## src/rtl/osc_period_meter.sv

```systemverilog
// Ring-oscillator period meter: enables the oscillator, lets it settle, then counts
// synchronized rising edges of osc_in over a fixed window of clk cycles.
module osc_period_meter #(
  parameter int unsigned GATE_CYCLES   = 100,
  parameter int unsigned SETTLE_CYCLES = 4,
  parameter int unsigned CNT_W         = 8
) (
  input  logic             clk,
  input  logic             rst_n,
  input  logic             start,
  input  logic             osc_in,
  output logic             osc_en,
  output logic             busy,
  output logic             done,
  output logic [CNT_W-1:0] edge_count,
  output logic             overflow,
  output logic             stuck
);

  localparam int unsigned MaxCyc = (GATE_CYCLES > SETTLE_CYCLES) ? GATE_CYCLES : SETTLE_CYCLES;
  localparam int unsigned CW     = (MaxCyc > 1) ? $clog2(MaxCyc) : 1;

  typedef enum logic [1:0] {StIdle, StSettle, StMeasure, StDone} state_e;

  state_e           state_q, state_d;
  logic [CW-1:0]    cnt_q, cnt_d;
  logic             sync1_q, sync2_q, prev_q;
  logic             rise;
  logic [CNT_W-1:0] count_q, count_d;
  logic             overflow_q, overflow_d;
  logic             stuck_q, stuck_d;
  logic             osc_en_q, osc_en_d;
  logic             busy_q, busy_d;
  logic             done_q, done_d;

  assign rise = sync2_q & ~prev_q;

  always_ff @(posedge clk or negedge rst_n) begin
    if (!rst_n) begin
      sync1_q <= 1'b0;
      sync2_q <= 1'b0;
      prev_q  <= 1'b0;
    end else begin
      sync1_q <= osc_in;
      sync2_q <= sync1_q;
      prev_q  <= sync2_q;
    end
  end

  always_comb begin
    state_d    = state_q;
    cnt_d      = cnt_q;
    count_d    = count_q;
    overflow_d = overflow_q;
    stuck_d    = stuck_q;
    case (state_q)
      StIdle: begin
        if (start) begin
          state_d    = StSettle;
          cnt_d      = CW'(SETTLE_CYCLES - 1);
          count_d    = '0;
          overflow_d = 1'b0;
          stuck_d    = 1'b0;
        end
      end
      StSettle: begin
        if (cnt_q == '0) begin
          state_d = StMeasure;
          cnt_d   = CW'(GATE_CYCLES - 1);
        end else begin
          cnt_d = cnt_q - CW'(1);
        end
      end
      StMeasure: begin
        if (rise) begin
          if (&count_q) begin
            overflow_d = 1'b1;
          end else begin
            count_d = count_q + CNT_W'(1);
          end
        end
        // The last window cycle's edge is already folded into count_d here.
        if (cnt_q == '0) begin
          state_d = StDone;
          stuck_d = (count_d == '0);
        end else begin
          cnt_d = cnt_q - CW'(1);
        end
      end
      StDone: begin
        state_d = StIdle;
      end
      default: begin
        state_d = StIdle;
      end
    endcase

    osc_en_d = (state_d == StSettle) || (state_d == StMeasure);
    busy_d   = (state_d != StIdle);
    done_d   = (state_d == StDone);
  end

  always_ff @(posedge clk or negedge rst_n) begin
    if (!rst_n) begin
      state_q    <= StIdle;
      cnt_q      <= '0;
      count_q    <= '0;
      overflow_q <= 1'b0;
      stuck_q    <= 1'b0;
      osc_en_q   <= 1'b0;
      busy_q     <= 1'b0;
      done_q     <= 1'b0;
    end else begin
      state_q    <= state_d;
      cnt_q      <= cnt_d;
      count_q    <= count_d;
      overflow_q <= overflow_d;
      stuck_q    <= stuck_d;
      osc_en_q   <= osc_en_d;
      busy_q     <= busy_d;
      done_q     <= done_d;
    end
  end

  assign osc_en     = osc_en_q;
  assign busy       = busy_q;
  assign done       = done_q;
  assign edge_count = count_q;
  assign overflow   = overflow_q;
  assign stuck      = stuck_q;

endmodule

```

## config.mk

```make
export PLATFORM = sky130hd
export DESIGN_NAME = osc_period_meter
export DESIGN_NICKNAME = d
export VERILOG_FILES = /design/src/rtl/osc_period_meter.sv
export SDC_FILE = /design/constraint.sdc
export NUM_CORES = 1
export LEC_CHECK = 0
export CAP_MARGIN = 10
export CORE_AREA = 5 5 57 59
export CTS_CLUSTER_SIZE = 28
export DETAILED_ROUTE_END_ITERATION = 10
export DIE_AREA = 0 0 62 64
export HOLD_SLACK_MARGIN = 0.06
export PLACE_DENSITY = 0.88
export SLEW_MARGIN = 10
export SYNTH_ARGS = -nofsm -noshare
export SYNTH_HDL_FRONTEND = slang
export SYNTH_SLANG_ARGS = --single-unit
```

## constraint.sdc

```tcl
create_clock -name clk -period 5.6 [get_ports clk]
set_clock_uncertainty 0.2 [all_clocks]
set_input_delay 1.12 -clock clk [delete_from_list [all_inputs] [get_ports clk]]
set_output_delay 1.12 -clock clk [all_outputs]
set_load 0.05 [all_outputs]
```

# [Word-level counts from Yosys, hierarchy flattened]
# Cells that the tools add are included.
[word_totals] register_bits=25 output_inout_bits=13 elab_cells=57 in_bits=4
[op_classes] bitwise=2 addsub=2 n_eq_ne=11 reduce_logical=12 n_mux=19
[op_table] operator="two-way mux 8 bit" count=4
[op_table] operator="two-way mux 7 bit" count=3
[op_table] operator="one-hot mux 7 bit (3 select lines)" count=1
[op_table] operator="one-hot mux 8 bit (2 select lines)" count=1
[op_table] operator="!= test 2 bit (second input constant)" count=5
[op_table] operator="adder 8 x 1 -> 8 bit (second input constant)" count=1
[op_table] operator="== test 2 bit (second input constant)" count=4
[op_table] operator="logical NOT 8 bit" count=1
[op_table] operator="one-hot mux 2 bit (4 select lines)" count=1
[op_table] operator="AND reduction 8 bit" count=1
[op_table] operator="logical NOT 7 bit" count=1
[op_table] operator="subtractor 7 x 1 -> 7 bit (second input constant)" count=1
[op_table] operator="two-way mux 2 bit" count=3
[op_table] operator="AND reduction 3 bit" count=2
[op_table] operator="== test 2 x 1 -> 1 bit (second input constant)" count=2
[op_table] operator="two-way mux 1 bit" count=4
[op_table] operator="one-hot mux 1 bit (2 select lines)" count=2
[op_table] operator="AND reduction 4 bit" count=1
[op_table] operator="nonzero test 2 bit" count=2
[op_table] operator="nonzero test 3 bit" count=1
[op_table] operator="logical NOT 2 bit" count=1
[op_table] operator="AND reduction 2 bit" count=1
[op_table] operator="AND 1 bit" count=1
[op_table] operator="logical OR 1 bit" count=1
[op_table] operator="inverter 1 bit" count=1

# [Depth between registers and ports, before layout]
[depth] ltp_word=7 ltp_mapped=10 depth_no_buf=10

# [Worst setup path after synthesis]
# OpenSTA, ideal clock, no wires.
[synth_path] path_type="in2reg" startpoint="in start" endpoint="reg cnt_q[6]" t_arrival_ps=2034 setup_slack_ps=3284 n_path_buf=0 stages=6 setup_ps=83 path_cell_list="and2b_4 -> a311oi_4 -> nand3b_1 -> a31oi_1 -> o21ai_1 -> o21ai_0"
[synth_between] elab_chain_cells=2
[synth_rtl] element="start, declared" line="10" source="input logic start,"
[synth_rtl] element="!= test 2 bit (no source line)"
[synth_rtl] element="AND reduction 3 bit (no source line)"
[synth_rtl] element="end signal, assigned" line="115" source="cnt_q <= cnt_d;"
[synth_rtl] element="end, declared" line="26" source="logic [CW-1:0] cnt_q, cnt_d;"
# No other way between the ends.
# A chain may end at the register's enable or synchronous reset.

# [Worst setup path after layout]
[layout_path] startpoint="reg count_q[3], in the netlist edge_count[3]" endpoint="out edge_count[3]"
[layout_lines] element="start, declared" line="29" source="logic [CNT_W-1:0] count_q, count_d;"
[layout_lines] element="start signal, assigned" line="116" source="count_q <= count_d;"
[layout_lines] element="end, declared" line="15" source="output logic [CNT_W-1:0] edge_count,"
# No word-level cell between the ends.

==> summary.txt <==
Drt
  • WL per Instance: between 15 and 20 um
  • 1st-pass router iterations: 4
  • Number of routed nets with antenna violations: 0
  • Vias: about 1300
  • Wirelength, routed: between 3000 and 4000 um
  • Vias per Instance: 6.17
  • Drt initial violations: 45
  • DRC: 0

CTS
  • Post-CTS Resized: 0
  • CTS root buf: clkbuf_4
  • Hold Buf Count CTS: 0
  • CTS clock-pin slew for the worst setup and hold paths: roughly 0.13 ns
  • H-Tree Depth: 1
  • CTS tree: done
  • Clock Tree Buf Depth: 2
  • CTS Buf Count: 3
  • Setup Buffers After CTS: 0
  • Worst skew pair latency: around 0.30 ns
  • CTS Sinks: 25

Die
  • Initial Util: 0.569
  • Core ar.: between 0.002 and 0.003 mm^2
  • Row cnt: 19
  • Die width: 62 um
  • Io pins: 17
  • Full die area: approximately 0.004 mm^2
  • Die Ht: between 60 and 70 um

Synthesis
  • Mean Syn Cell Area: 9.35 um^2
  • Post-synth top cells: dfrtp_1 (25), nand2_1 (18), nor2_1 (14), o21ai_0 (14), a21oi_1 (12)
  • Synth area leader: dfrtp_1
  • Post-Syn Area: about 0.0015 mm^2
  • Cell with the most instances after synthesis: dfrtp_1
  • Flops & latches, synth: 25
  • Post-synth cell types: between 40 and 50
  • Main flop type after synthesis: dfrtp_1
  • Post-synthesis cell count: between 150 and 200
  • Yosys warns: 0
  • Synth area leaders: dfrtp_1 (41%), ha_1 (7.4%), o21ai_0 (4.6%)
  • EDFF count, synth: 0
  • Net Count, Synth: 175
  • Ys async rst share: 1.00
  • Post-synth top area share: 0.413
  • Sequential-to-total area share from yosys stat: 0.413

STA
  • Fin. Hold Viols: 0
  • RSZ-0062 raised after global routing: no
  • Slew headroom: 0.611
  • Fin Setup TNS: 0 ns
  • Worst-Margin Slew: 0.579 ns
  • Crit path time final: slightly above 3 ns
  • Worst setup margin: between 2 and 3 ns
  • Number of max-slew violations in the final report: 0
  • Tcrit/Tclk final: 0.549
  • Max Clock Freq: 325 MHz
  • Setup violators final: 0

Finish
  • P&R area growth vs syn: 13.3%
  • Nets: roughly 190
  • FF+latch area: roughly 630 um^2
  • # diodes: 0
  • Fillers: between 200 and 250
  • Fraction of layout cells with a size suffix above 1: 0.0782
  • Area of the multi-input gates: slightly above 800 um^2

Setup path
  • Crit path DAT: around 1.8 ns
  • Slowest-stage cell, CP: clkdlybuf4s50_1
  • Critical path's top delay family: buffers and inverters
  • Kind of end point of the critical path: output pin
  • CP peak stage delay: just under 0.9 ns
  • CP cell instances: clkdlybuf4s50_1
  • CP Buf/Inv Count: 1
  • Maximum fanout along the worst path: 11
  • Worst path required time: between 4 and 5 ns
  • Crit path kind: reg -> out
  • Crit start category: register

Placement
  • Post-Place Worst Slack: between 2 and 3 ns
  • # port buffers: 16
  • Post-DP HPWL: approximately 2400 um
  • Placer Congestion: ~1

Power and ir drop
  • PwrDens: roughly 260 mW/mm^2
  • Worst vdd ir: ~0.22 mV
  • Lkg Pwr: slightly above 0.7 nW

Worst hold path
  • Worst min-delay path category: reg -> reg

Global route
  • Largest net degree at the start of global routing: 26
  • All-layer global routing usage: 0.183
  • Number of global-route vias before repair: roughly 1200
  • GRT overflow: 0
  • Initial antenna violation count: 0
  • First-pass GRT wire length: 5690 um

Outcome
  • Status: completed

Run
  • Max-cap violations: 0
[cell type report]
class	instances	area share
clock buffers	4	0.0153
flip-flops and latches	25	0.365
inverters	11	0.0241
multi-input cells	123	0.483
repair buffers	16	0.0904
well taps	31	0.0226
[power breakdown]
group	switching, mW	internal, mW
registers	0.0344	0.194
logic	0.0814	0.0511
clock network	0.0512	0.0277
total	0.167	0.273
[cells by family (layout without fill, tap and decap cells)]
kind of cell               count (synthesis)  after routing  synth area share
and+or+nand+nor                           56             56             0.200
adders and majority gates                  9              9            0.0744
buffers and inverters                     14             31            0.0397
DFF                                       25             25             0.413
AOI/OAI and AO/OA                         54             54             0.245
muxes                                      4              4            0.0281
[state kept, by name, indices dropped and copies added (netlist names)]
register / count
cnt_q: 7
sync2_q: 1
sync1_q: 1
osc_en: 1
prev_q: 1
stuck: 1
edge_count: 8
state_q: 2
done: 1
overflow: 1
busy: 1
[worst paths after layout]
kind	from	end	slack [ns]	cells after the start
max in group asynchronous	rst_n	edge_count[2]$_DFFE_PN0P_	4.26	1
min in group asynchronous	rst_n	cnt_q[4]$_DFFE_PN0P_	0.58	1
max	edge_count[3]$_DFFE_PN0P_	edge_count[3]	2.53	1
min reg2reg	sync1_q$_DFF_PN0_	sync2_q$_DFF_PN0_	0.17	0
min	sync1_q$_DFF_PN0_	sync2_q$_DFF_PN0_	0.17	0
max reg2reg	cnt_q[0]$_DFFE_PN0P_	osc_en$_DFF_PN0_	3.27	9
[cells in the final DEF (no fill, tap or decap), drive strengths merged, types with 2 or more instances in the layout]
| cell | count |
|---|---|
| nand3 | 2 |
| dfrtp | 25 |
| inv | 11 |
| ha | 9 |
| nor3 | 6 |
| a21oi | 12 |
| a311oi | 2 |
| clkdlybuf4s50 | 15 |
| mux2i | 2 |
| o22ai | 2 |
| nand2b | 3 |
| nor2 | 14 |
| mux2 | 2 |
| nand4 | 3 |
| o211ai | 2 |
| o21ai | 19 |
| and2b | 2 |
| a21o | 2 |
| clkbuf | 4 |
| nor3b | 2 |
| a22o | 5 |
| nand2 | 18 |
| a31oi | 3 |
[stage by stage]
| step | cells | hold slack, ns | cell area, um^2 | util | power (mW) |
|---|---|---|---|---|---|
| after floorplan | 162 | 0.131 | 1510 | - | 0.324 |
| after global placement | 206 | 0.139 | 1690 | 0.636 | 0.358 |
| after detailed placement | 206 | 0.144 | 1690 | 0.636 | 0.365 |
| after CTS | 210 | 0.179 | 1720 | 0.646 | 0.440 |
| after global routing | 210 | 0.197 | 1720 | 0.644 | 0.461 |
| final | 210 | 0.174 | 1720 | 0.644 | 0.440 |
[per-layer routing]
layer	vias up	global-route usage	wire (um)
met5	-	0	0
met4	0	0.0663	87
met3	8	0.0241	174
met2	51	0.281	1530
met1	611	0.259	1420
li1	625	-	-
Note: power is estimated with default switching activity, not from simulation.
